File: config.mk
export PLATFORM = sky130hd
export DESIGN_NAME = pipe_ctrl
export DESIGN_NICKNAME = d
export VERILOG_FILES = /design/src/rtl/pipe_ctrl_pkg.sv /design/src/rtl/pipe_ctrl_sat_counter.sv /design/src/rtl/pipe_ctrl.sv
export SDC_FILE = /design/constraint.sdc
export NUM_CORES = 1
export LEC_CHECK = 0
export BUFFER_PORTS_ARGS = -buffer_cell sky130_fd_sc_hd__buf_2
export CORE_MARGIN = 1.5
export CORE_UTILIZATION = 50
export CTS_BUF_LIST = sky130_fd_sc_hd__clkbuf_8
export DETAILED_ROUTE_END_ITERATION = 7
export GPL_TIMING_DRIVEN = 0
export PLACE_DENSITY = 0.75
export SLEW_MARGIN = 10
export SYNTH_ARGS = -nofsm -noshare
export SYNTH_HDL_FRONTEND = slang
export SYNTH_SLANG_ARGS = --single-unit
File: constraint.sdc
create_clock -name clk -period 4.6 [get_ports clk]
set_clock_uncertainty 0.1 [all_clocks]
set_input_delay 0.46 -clock clk [delete_from_list [all_inputs] [get_ports clk]]
set_output_delay 0.46 -clock clk [all_outputs]
set_load 0.03 [all_outputs]
File: src/rtl/pipe_ctrl_pkg.sv
`default_nettype none
// ============================================================================
// Package  : pipe_ctrl_pkg
// Purpose  : Shared FSM state encoding and default parameters for pipe_ctrl.
// Revision : 1.0
// ============================================================================
package pipe_ctrl_pkg;

    localparam int NUM_STAGES_DEF  = 5;
    localparam int REDIR_STAGE_DEF = 2;
    localparam int CNT_W_DEF       = 32;

    localparam logic [0:0] ST_RUN  = 1'b0;
    localparam logic [0:0] ST_PEND = 1'b1;

    typedef enum logic [0:0] {
        RUN  = ST_RUN,
        PEND = ST_PEND
    } pipe_state_e;

endpackage : pipe_ctrl_pkg
`default_nettype wire

File: src/rtl/pipe_ctrl_sat_counter.sv
`default_nettype none
// ============================================================================
// Module   : sat_counter
// Purpose  : Saturating up-counter with synchronous clear.
// Revision : 1.0
// ============================================================================
module sat_counter
    import pipe_ctrl_pkg::*;
#(
    parameter int CNT_W = CNT_W_DEF
) (
    input  logic             clk,
    input  logic             rst,
    input  logic             inc,
    input  logic             clr,
    output logic [CNT_W-1:0] cnt
);

    logic [CNT_W-1:0] cnt_q;
    logic [CNT_W-1:0] cnt_d;

    // Clear wins over increment; the count sticks once it reaches all-ones.
    always_comb begin
        cnt_d = cnt_q;
        if (clr) begin
            cnt_d = '0;
        end else if (inc && (cnt_q != {CNT_W{1'b1}})) begin
            cnt_d = cnt_q + CNT_W'(1);
        end
    end

    always_ff @(posedge clk or negedge rst) begin
        if (!rst) begin
            cnt_q <= '0;
        end else begin
            cnt_q <= cnt_d;
        end
    end

    assign cnt = cnt_q;

endmodule : sat_counter
`default_nettype wire

File: src/rtl/pipe_ctrl.sv
`default_nettype none
// ============================================================================
// Module   : pipe_ctrl
// Purpose  : Pipeline stall/flush/redirect controller with perf counters.
// Revision : 1.0
// ============================================================================
module pipe_ctrl
    import pipe_ctrl_pkg::*;
#(
    parameter int NUM_STAGES  = NUM_STAGES_DEF,
    parameter int REDIR_STAGE = REDIR_STAGE_DEF,
    parameter int CNT_W       = CNT_W_DEF
) (
    input  logic                  clk,
    input  logic                  rst,
    input  logic [NUM_STAGES-1:0] stall_req,
    input  logic                  ld_use_haz,
    input  logic                  redirect_valid,
    input  logic [31:0]           redirect_pc,
    input  logic                  perf_clr,
    output logic [NUM_STAGES-1:0] stage_en,
    output logic [NUM_STAGES-1:0] stage_flush,
    output logic                  pc_redir_we,
    output logic [31:0]           pc_redir,
    output logic [CNT_W-1:0]      cyc_cnt,
    output logic [CNT_W-1:0]      stall_cnt,
    output logic [CNT_W-1:0]      flush_cnt
);

    pipe_state_e state_q;
    pipe_state_e state_d;
    logic [31:0] pend_q;
    logic [31:0] pend_d;

    logic                  redir_ok;
    logic                  redir_acc;
    logic                  redir_flush;
    logic                  ld_eff;
    logic [NUM_STAGES-1:0] stall_eff;

    // Acceptance looks only at external stalls at or beyond the resolving
    // stage, so the load-use override below cannot feed back into it.
    assign redir_ok    = ~|stall_req[NUM_STAGES-1:REDIR_STAGE];
    assign redir_acc   = (state_q == RUN) && redirect_valid && redir_ok;
    assign redir_flush = redir_acc || (state_q == PEND);
    assign ld_eff      = ld_use_haz && !redir_acc;

    always_comb begin
        stall_eff    = stall_req;
        stall_eff[1] = stall_req[1] | ld_eff;
    end

    for (genvar k = 0; k < NUM_STAGES; k++) begin : g_en
        assign stage_en[k] = ~|stall_eff[NUM_STAGES-1:k];
    end

    assign stage_flush[0] = 1'b0;

    // A bubble goes in behind a frozen stage, and over the wrong-path stages
    // while a redirect is being accepted or is still waiting for the PC.
    for (genvar k = 1; k < NUM_STAGES; k++) begin : g_flush
        assign stage_flush[k] = (~stage_en[k-1] & stage_en[k])
                              | (redir_flush & (k <= REDIR_STAGE));
    end

    always_comb begin
        state_d     = state_q;
        pend_d      = pend_q;
        pc_redir_we = 1'b0;
        pc_redir    = 32'h0;
        case (state_q)
            RUN: begin
                if (redir_acc) begin
                    if (stage_en[0]) begin
                        pc_redir_we = 1'b1;
                        pc_redir    = redirect_pc;
                    end else begin
                        pend_d  = redirect_pc;
                        state_d = PEND;
                    end
                end
            end
            PEND: begin
                if (stage_en[0]) begin
                    pc_redir_we = 1'b1;
                    pc_redir    = pend_q;
                    state_d     = RUN;
                end
            end
            default: begin
                state_d = RUN;
            end
        endcase
    end

    always_ff @(posedge clk or negedge rst) begin
        if (!rst) begin
            state_q <= RUN;
            pend_q  <= 32'h0;
        end else begin
            state_q <= state_d;
            pend_q  <= pend_d;
        end
    end

    sat_counter #(.CNT_W(CNT_W)) u_cyc_cnt (
        .clk (clk),
        .rst (rst),
        .inc (1'b1),
        .clr (perf_clr),
        .cnt (cyc_cnt)
    );

    sat_counter #(.CNT_W(CNT_W)) u_stall_cnt (
        .clk (clk),
        .rst (rst),
        .inc (~stage_en[0]),
        .clr (perf_clr),
        .cnt (stall_cnt)
    );

    sat_counter #(.CNT_W(CNT_W)) u_flush_cnt (
        .clk (clk),
        .rst (rst),
        .inc (redir_acc),
        .clr (perf_clr),
        .cnt (flush_cnt)
    );

endmodule : pipe_ctrl
`default_nettype wire

Word-level counts from Yosys, hierarchy flattened --
Cells that the tools add are included.
Storage, ports and cells: output and inout port bits 139, flip-flop bits (word level) 129, input port bits 42, word-level logic and storage cells 55
Cells by class: $add $sub $neg 3, bitwise gates (word level) 8, mux-type cells 16, eq/ne operators 3, reductions and logical operators 20
Operator list (count):
- two-way mux 32 bit | 9
- adder 32 x 1 -> 32 bit, second input constant | 3
- != test 32 bit, second input constant | 3
- case mux 32 bit (2 select lines) | 1
- zero test 1 bit | 6
- nonzero test 2 bit | 3
- logical AND 1 bit | 5
- OR reduction 5 bit | 1
- AND 1 bit | 4
- two-way mux 1 bit | 4
- case mux 1 bit (2 select lines) | 2
- OR reduction 4 bit | 1
- OR 1 bit | 3
- AND reduction 3 bit | 1
- OR reduction 3 bit | 1
- OR reduction 2 bit | 1
- logical OR 1 bit | 1
- NOT 1 bit | 1

Logic depth before layout (Yosys ltp) --
Gate-level depths: netlist of run 1.
depth after elaboration 10, depth in mapped cells 8, mapped depth without buffers 6

By module --
A second synthesis of run 1 with hierarchy kept.
Second synthesis, totals: cells, all modules 733, area, all modules 7448.4 um^2
Modules (own cells, without submodules):
- sat_counter | instances 3, area each 1854.3 um^2, cells each 198, sequential area each 800.8 um^2
- pipe_ctrl | instances 1, area each 1885.6 um^2, cells each 139, sequential area each 825.8 um^2

Least setup slack after synthesis of run 1 --
No wires, ideal clock.
kind input to output, from input stall_req[3], to output pc_redir[10], arrival time 2.374 ns, setup slack 1.666 ns, stages on the path 7, data required time 4.040 ns, buffers on the path 2, cells stage by stage or3_1 -> a2111o_1 -> inv_2 -> and2_1 -> clkbuf_1 -> clkbuf_1 -> a22o_1
On the way: cells in the longest elaborated chain, start to end 10, elaborated cells between the ends (all ways) 11, classes of those cells 4 x mux; 1 x bitwise; 6 x reduce/logical
RTL lines:
- start, declared | line pipe_ctrl.sv:16 | input logic [NUM_STAGES-1:0] stall_req,
- OR reduction 3 bit | line pipe_ctrl.sv:43 | assign redir_ok = ~|stall_req[NUM_STAGES-1:REDIR_STAGE];
- zero test 1 bit | line pipe_ctrl.sv:43
- logical AND 1 bit | line pipe_ctrl.sv:44 | assign redir_acc = (state_q == RUN) && redirect_valid && redir_ok;
- zero test 1 bit | line pipe_ctrl.sv:46 | assign ld_eff = ld_use_haz && !redir_acc;
- logical AND 1 bit | line pipe_ctrl.sv:46
- OR 1 bit | line pipe_ctrl.sv:50 | stall_eff[1] = stall_req[1] | ld_eff;
- OR reduction 5 bit | line pipe_ctrl.sv:54 | assign stage_en[k] = ~|stall_eff[NUM_STAGES-1:k];
- two-way mux 32 bit | line pipe_ctrl.sv:74 | if (stage_en[0]) begin
- two-way mux 32 bit | line pipe_ctrl.sv:73 | if (redir_acc) begin
- case mux 32 bit (2 select lines) (*) | line pipe_ctrl.sv:71 | case (state_q)
- end, declared | line pipe_ctrl.sv:24 | output logic [31:0] pc_redir,
Mark *: on every way between the ends. The rest lies on a longest branch, timed or not.

Final worst setup path of run 1 --
from register state_q, to output pc_redir[21]
On the way: cells in the longest elaborated chain, start to end 10, elaborated cells between the ends (all ways) 11, classes of those cells 4 x mux; 2 x bitwise; 5 x reduce/logical
RTL lines:
- start, declared | line pipe_ctrl.sv:30 | pipe_state_e state_q;
- start signal, assigned | line pipe_ctrl.sv:101 | state_q <= state_d;
- NOT 1 bit
- logical AND 1 bit (2 in series) | line pipe_ctrl.sv:44
- zero test 1 bit | line pipe_ctrl.sv:46
- logical AND 1 bit | line pipe_ctrl.sv:46
- OR 1 bit | line pipe_ctrl.sv:50
- OR reduction 5 bit | line pipe_ctrl.sv:54
- two-way mux 32 bit | line pipe_ctrl.sv:74
- two-way mux 32 bit | line pipe_ctrl.sv:73
- case mux 32 bit (2 select lines) (*) | line pipe_ctrl.sv:71
Marked as above.

==> results of run 1 <==
==> Yosys cell counts (all sizes together) <==
master | n | area, µm²
o311ai | 3 | 26.3
o31a | 1 | 8.76
xor2 | 9 | 78.8
o211ai | 1 | 7.51
nand3b | 1 | 7.51
o21ai | 36 | 180
o31ai | 27 | 203
nor4 | 10 | 68.8
nor3 | 9 | 45.0
o2111ai | 5 | 43.8
or4b | 1 | 10.0
a311o | 1 | 10.0
a211oi | 3 | 22.5
nand3 | 37 | 190
mux2i | 3 | 30.0
dlygate4sd1 | 1 | 8.76
or2 | 2 | 12.5
nand2 | 38 | 143
or4 | 30 | 229
a21bo | 1 | 10.0
dfrtp | 129 | 3230
o21a | 1 | 7.51
mux2 | 36 | 405
inv | 19 | 71.3
and3 | 6 | 37.5
clkbuf | 29 | 110
or3b | 1 | 8.76
or3 | 43 | 270
and2 | 4 | 25.0
a31o | 2 | 17.5
xnor2 | 13 | 114
o21bai | 1 | 7.51
nor2b | 6 | 37.5
a22o | 32 | 280
buf | 11 | 60.1
nor2 | 44 | 165
conb | 1 | 3.75
nand4 | 21 | 138
o41ai | 3 | 26.3
a2111oi | 6 | 52.6
a2111o | 1 | 11.3
ha | 3 | 37.5
nand2b | 1 | 6.26
and4 | 14 | 123
a21oi | 66 | 330
==> kinds of logic (layout without fill, tap and decap cells) <==
kind of cell,count (synthesis),count (layout),share of synthesized area (%)
buffers and inverters,60,272,3.62
AOI/OAI and AO/OA,190,190,18.0
adders and majority gates,3,3,0.543
DFF,129,129,46.7
and+or+nand+nor,268,268,21.9
xor gates and xnor gates,22,22,2.79
other,1,1,0.0543
muxes,39,39,6.30
==> flip-flops by register name, summed over array words and instances (netlist names) <==
name / flops
u_stall_cnt.cnt: 32
pend_q: 32
u_cyc_cnt.cnt: 32
u_flush_cnt.cnt: 32
state_q: 1
==> timing repair <==
action / 4_1_cts / 5_1_grt
hold endpoints to repair: 59 / 0
hold buffers: 1 / 0
buffers inserted: 0 / 0
==> cell type report <==
class | instances | area [µm²] | area share [%]
well taps | 176 | 220 | 2.59
inverters | 19 | 71.3 | 0.839
flip-flops and latches | 129 | 3230 | 38.0
repair buffers | 180 | 935 | 11.0
multi-input cells | 523 | 3440 | 40.4
clock inverters | 13 | 168 | 1.97
plain buffers | 41 | 179 | 2.11
clock buffers | 19 | 262 | 3.08
==> per-layer routing <==
metal  wire (µm)  vias up  part of all wire (%)
li1            -     3116                     -
met1        8040     3160                    44
met2        8770      191                    48
met3        1200       19                   6.6
met4         245        0                   1.3
met5           0        -                     0
==> placed cells by master (no fill, tap or decap), drive strengths merged, types with 9 or more instances in the layout <==
cell type  instances
a21oi             66
a22o              32
and4              14
buf              190
clkbuf            48
dfrtp            129
inv               21
mux2              36
nand2             38
nand3             37
nand4             21
nor2              44
nor3               9
nor4              10
o21ai             36
o31ai             27
or3               43
or4               30
xnor2             13
xor2               9
==> power groups by stage <==
stage	logic (mW)	registers (mW)	clock network, mW
after detailed placement	0.223	1.26	0
after global routing	0.242	1.25	1.12
after floorplan	0.125	1.26	0
final	0.221	1.24	1.04
after CTS	0.225	1.24	1.06
after global placement	0.215	1.26	0
==> worst register-to-register path: cells and delay by family, from the launching register on <==
kind	cells	cell delay (ns)
DFF	1	0.41
muxes	1	0.21
adders and majority gates	1	0.23
and+or+nand+nor	4	1.41
buffers and inverters	2	0.59
==> final timing paths <==
kind	start	to	slack, ns	depth (start not counted)
min in group asynchronous	rst	u_stall_cnt.cnt[20]	0.46	2
max reg2reg	u_cyc_cnt.cnt[0]	u_cyc_cnt.cnt[1]	1.51	8
max	state_q	pc_redir[21]	1.15	8
max in group asynchronous	rst	pend_q[11]	3.20	3
min	redirect_pc[1]	pend_q[1]	0.17	2
min reg2reg	pend_q[26]	pend_q[26]	0.41	1
==> run_results.csv, run 1 <==
group,metric,value,unit
status,outcome,"finished clean",
placement,gp_congestion,0.842,
layout,antennaDiodeCount,0,
detailed_routing,drc,0,
timing,setup_viol_count_final,0,
power,p_seq_share,49.6,%
yosys,yosys_warnings,0,
grt,grt_max_degree,71,
layout,area.growth.synth_to_final,23.0,%
worst_setup_path,startpoint_type,"register",
layout,final_util,63.7,%
layout,stdcell_count,1100,
worst_setup_path,worstSetupPathType,"reg2out",
timing,fin_ws,1.15,ns
grt,grt_pass1_wl,29400,µm
layout,n_fill_cell,1142,
clocking,cts_tree,"built",
yosys,avgSynthCellArea,9.70,µm²
power,power_frac_clock,41.6,%
power,p_int,1.91,mW
clocking,clk_latency,0.44,ns
timing,tns,0,ns
worst_setup_path,cp_top_family,"buffers and inverters",
placement,placed_area,8050,µm²
clocking,cts_max_level,4,
floorplanning,start_util,51.8,%
worst_setup_path,critical_path.cell_chain,"nand2b_1, a2111o_1, inv_2, and2_1, clkbuf_1, clkbuf_1, a22o_1, buf_2",
placement,port_buffers,178,
power,power,2.51,mW
worst_hold_path,hold_path_class,"in2reg",
placement,dp.final_hpwl,13000,µm
floorplanning,fp-row-count,42,
power,swShare,23.9,%
power,power.switching,0.600,mW
grt,antenna_found_initial,0,
yosys,synth.distinct_cells,53,
yosys,yosysSeqAreaShare,46.7,%
placement,dp_slack,1.28,ns
clocking,cts.sinks,129,
worst_setup_path,cp-end-kind,"output pin",
detailed_routing,final_antenna_net_count,0,
timing,hold_viol_final,0,
grt,grt_pass1_vias,5754,
timing,rsz0062_at_grt,"false",
clocking,clockRootBuffer,"clkbuf_8",
yosys,synth_cells,712,
grt,use_met2,40.0,%
layout,nets,956,
layout,finalInstanceArea,8500,µm²
timing,hold_slack,0.167,ns
grt,grt.busiest_layer,"met2",
detailed_routing,detail_route.wl_per_cell,16.6,µm
clocking,cts-resized-gates,0,
clocking,clk_pin_slew,0.07,ns
power,p_leak,3.76,nW
detailed_routing,firstDrtPassIters,5,
floorplanning,io_pins,181,
floorplanning,design.core.area,13300,µm²
placement,dp.cells,1067,
clocking,cts_buffers,17,
worst_setup_path,crit_top_cell,"clkbuf_1",
worst_setup_path,crit_buf_inv,4,
power,ir_drop,0.234,mV
grt,grt_use_total,25.5,%
floorplanning,die_x,121,µm
timing,fmax,290,MHz
yosys,ys_seq_elements,129,
layout,drive_gt1_share,29.3,%
timing,slew_headroom,42.8,%
timing,min_period_over_period,75.0,%
detailed_routing,routed_wirelength,18300,µm
flow_run,maxCapViolations,0,
yosys,syn-num-nets,757,
worst_setup_path,cp.required,4.04,ns
grt,grt.met3_usage,6.46,%
power,combPwrFrac,8.8,%
worst_setup_path,crit_path_max_incr_delay,0.52,ns
worst_setup_path,arrival,2.89,ns
detailed_routing,viasPerCell,5.90,
timing,drv_slew,0,
detailed_routing,drt-initial-drc-count,421,
worst_setup_path,critPathSlowestCell,"a2111o_1",
detailed_routing,vias,6486,
timing,min_period,3.45,ns
worst_setup_path,crit_fanout,10,
floorplanning,fp.dieH,121,µm
grt,use_met1,35.7,%
timing,worst_slew_pin_slew,0.852,ns
power,p_per_area,295,nW/µm²
clocking,cts_max_path_buffers,2,
grt,grt_overflow,0,
yosys,syn_area,6910,µm²
floorplanning,die_area,14500,µm²
(Power assumes the default switching activity.)
==> run 2: changes to the inputs <==
clock period = 3.5 ns   (was 4.6 ns; I/O delays follow)
==> run 2 against run 1 <==
Net effect:
- sequential power up 31%
- setup slack worse by 0.84 ns
- sequential share of layout area barely moved
- routed wire length barely moved
- die area is the same
- largest power group unchanged
- cell count unchanged
- utilization hardly changed
- combinational power grew 32%
- worst hold slack got worse by 0.11 ns
==> run_results.csv, run 2 (synthesis results as in run 1) <==
group,metric,value,unit
detailed_routing,routed_wirelength,18200,µm
timing,min_period,3.19,ns
worst_setup_path,startpoint_type,"register",
power,ir_drop,0.307,mV
worst_hold_path,hold_path_class,"in2reg",
grt,grt_use_total,25.5,%
detailed_routing,vias,6483,
layout,final_cell_mix,"186 x buf_2, 129 x dfrtp_1, 66 x a21oi_1",
floorplanning,die_area,14500,µm²
layout,antennaDiodeCount,0,
placement,dp.final_hpwl,13000,µm
flow_run,maxCapViolations,0,
clocking,cts_tree,"built",
detailed_routing,drt-met1-wl,8050,µm
detailed_routing,dr.max_layer_used,"met4",
grt,antenna_found_initial,0,
timing,slew_headroom,42.9,%
floorplanning,start_util,51.8,%
layout,drive_gt1_share,29.7,%
worst_setup_path,arrival,2.74,ns
detailed_routing,firstDrtPassIters,5,
clocking,cts_buffers,17,
clocking,clockRootBuffer,"clkbuf_8",
layout,n_fill_cell,1140,
placement,port_buffers,178,
detailed_routing,detail_route.wl_per_cell,16.6,µm
power,p_leak,3.77,nW
timing,min_period_over_period,91.1,%
grt,grt_pass1_vias,5754,
floorplanning,fp-row-count,42,
timing,hold_slack,0.0566,ns
timing,worst_slew_pin_slew,0.850,ns
grt,grt_max_degree,71,
status,outcome,"finished clean",
layout,nets,956,
detailed_routing,met2_length,8760,µm
detailed_routing,drc,0,
floorplanning,io_pins,181,
clocking,cts.sinks,129,
placement,gp_congestion,0.842,
worst_setup_path,crit_fanout,10,
clocking,clk_pin_slew,0.07,ns
timing,fmax,314,MHz
detailed_routing,final_antenna_net_count,0,
detailed_routing,wl_met3,1190,µm
floorplanning,die_x,121,µm
timing,rsz0062_at_grt,"false",
timing,drv_slew,0,
timing,hold_viol_final,0,
clocking,cts_max_level,4,
power,p_per_area,387,nW/µm²
worst_setup_path,worstSetupPathType,"reg2out",
clocking,post_cts_buffers,0,
layout,area.growth.synth_to_final,23.1,%
timing,setup_viol_count_final,0,
timing,tns,0,ns
clocking,cts_max_path_buffers,2,
clocking,clk_latency,0.44,ns
grt,grt_overflow,0,
floorplanning,design.core.area,13300,µm²
grt,grt_pass1_wl,29400,µm
worst_setup_path,cp.required,3.05,ns
detailed_routing,viasPerCell,5.89,
worst_setup_path,cp-end-kind,"output pin",
detailed_routing,drt-initial-drc-count,417,
floorplanning,fp.dieH,121,µm
layout,layout_commonest_cell,"buf_2",
==> run 2: cell counts in the layout (fill, tap and decap cells not counted) <==
No cell type changed its count.
==> run 2: routing by layer <==
metal | global-route usage [%] | vias to the layer above
met5 | 0 | -
met4 | 6.54 | 0
met3 | 6.46 | 19
met2 | 40.0 | 193
met1 | 35.7 | 3156
li1 | - | 3115
==> run 2: repair_timing <==
action | 4_1_cts | 5_1_grt
setup endpoints to repair | 0 | 27
gates resized for setup | 0 | 6
hold endpoints to repair | 59 | 0
hold buffers | 1 | 0
==> run 2: stage by stage <==
| step | utilization, % | instance area (µm²) | power (mW) | cells | setup slack, ns |
|---|---|---|---|---|---|
| after floorplan | - | 6910 | 1.83 | 712 | 0.766 |
| after global placement | 60.1 | 8020 | 1.94 | 1066 | 0.198 |
| after detailed placement | 60.3 | 8050 | 1.95 | 1067 | 0.396 |
| after CTS | 63.6 | 8490 | 3.32 | 1100 | 0.120 |
| after global routing | 63.7 | 8500 | 3.43 | 1100 | 0.0997 |
| final | 63.7 | 8500 | 3.29 | 1100 | 0.313 |
==> run 2: power by group <==
part / leakage [nW] / internal, mW / switching (mW)
logic: 1.82 / 0.121 / 0.170
registers: 1.73 / 1.58 / 0.0517
clock network: 0.224 / 0.802 / 0.567
==> run 2: critical path, cell delays in order (launching register included) <==
cell      delay, ns
dfrtp_1        0.42
nor2b_1        0.24
nand2_1        0.13
nor3_1         0.67
clkbuf_1       0.42
a22o_1         0.22
buf_2          0.19
==> run 2: area by class of cell <==
type                       instances  area [µm²]  share of cell area (%)
inverter                          19        71.3                   0.839
timing repair buffer             180         935                    11.0
multi-input combinational        523        3440                    40.4
clock inverter                    13         168                    1.97
clock buffer                      19         262                    3.08
tap                              176         220                    2.59
sequential                       129        3230                    38.0
buffer                            41         183                    2.15
==> run 2: final timing paths <==
check / from / slack [ns] / endpoint / depth (start not counted)
setup / recovery: state_q / 0.31 / pc_redir[29] / 6
hold / removal: redirect_pc[1] / 0.06 / pend_q[1] / 2
setup reg to reg: u_cyc_cnt.cnt[0] / 0.41 / u_cyc_cnt.cnt[1] / 8
hold reg to reg: pend_q[26] / 0.41 / pend_q[26] / 1
max in group asynchronous: rst / 2.21 / pend_q[11] / 3
min in group asynchronous: rst / 0.35 / u_stall_cnt.cnt[20] / 2
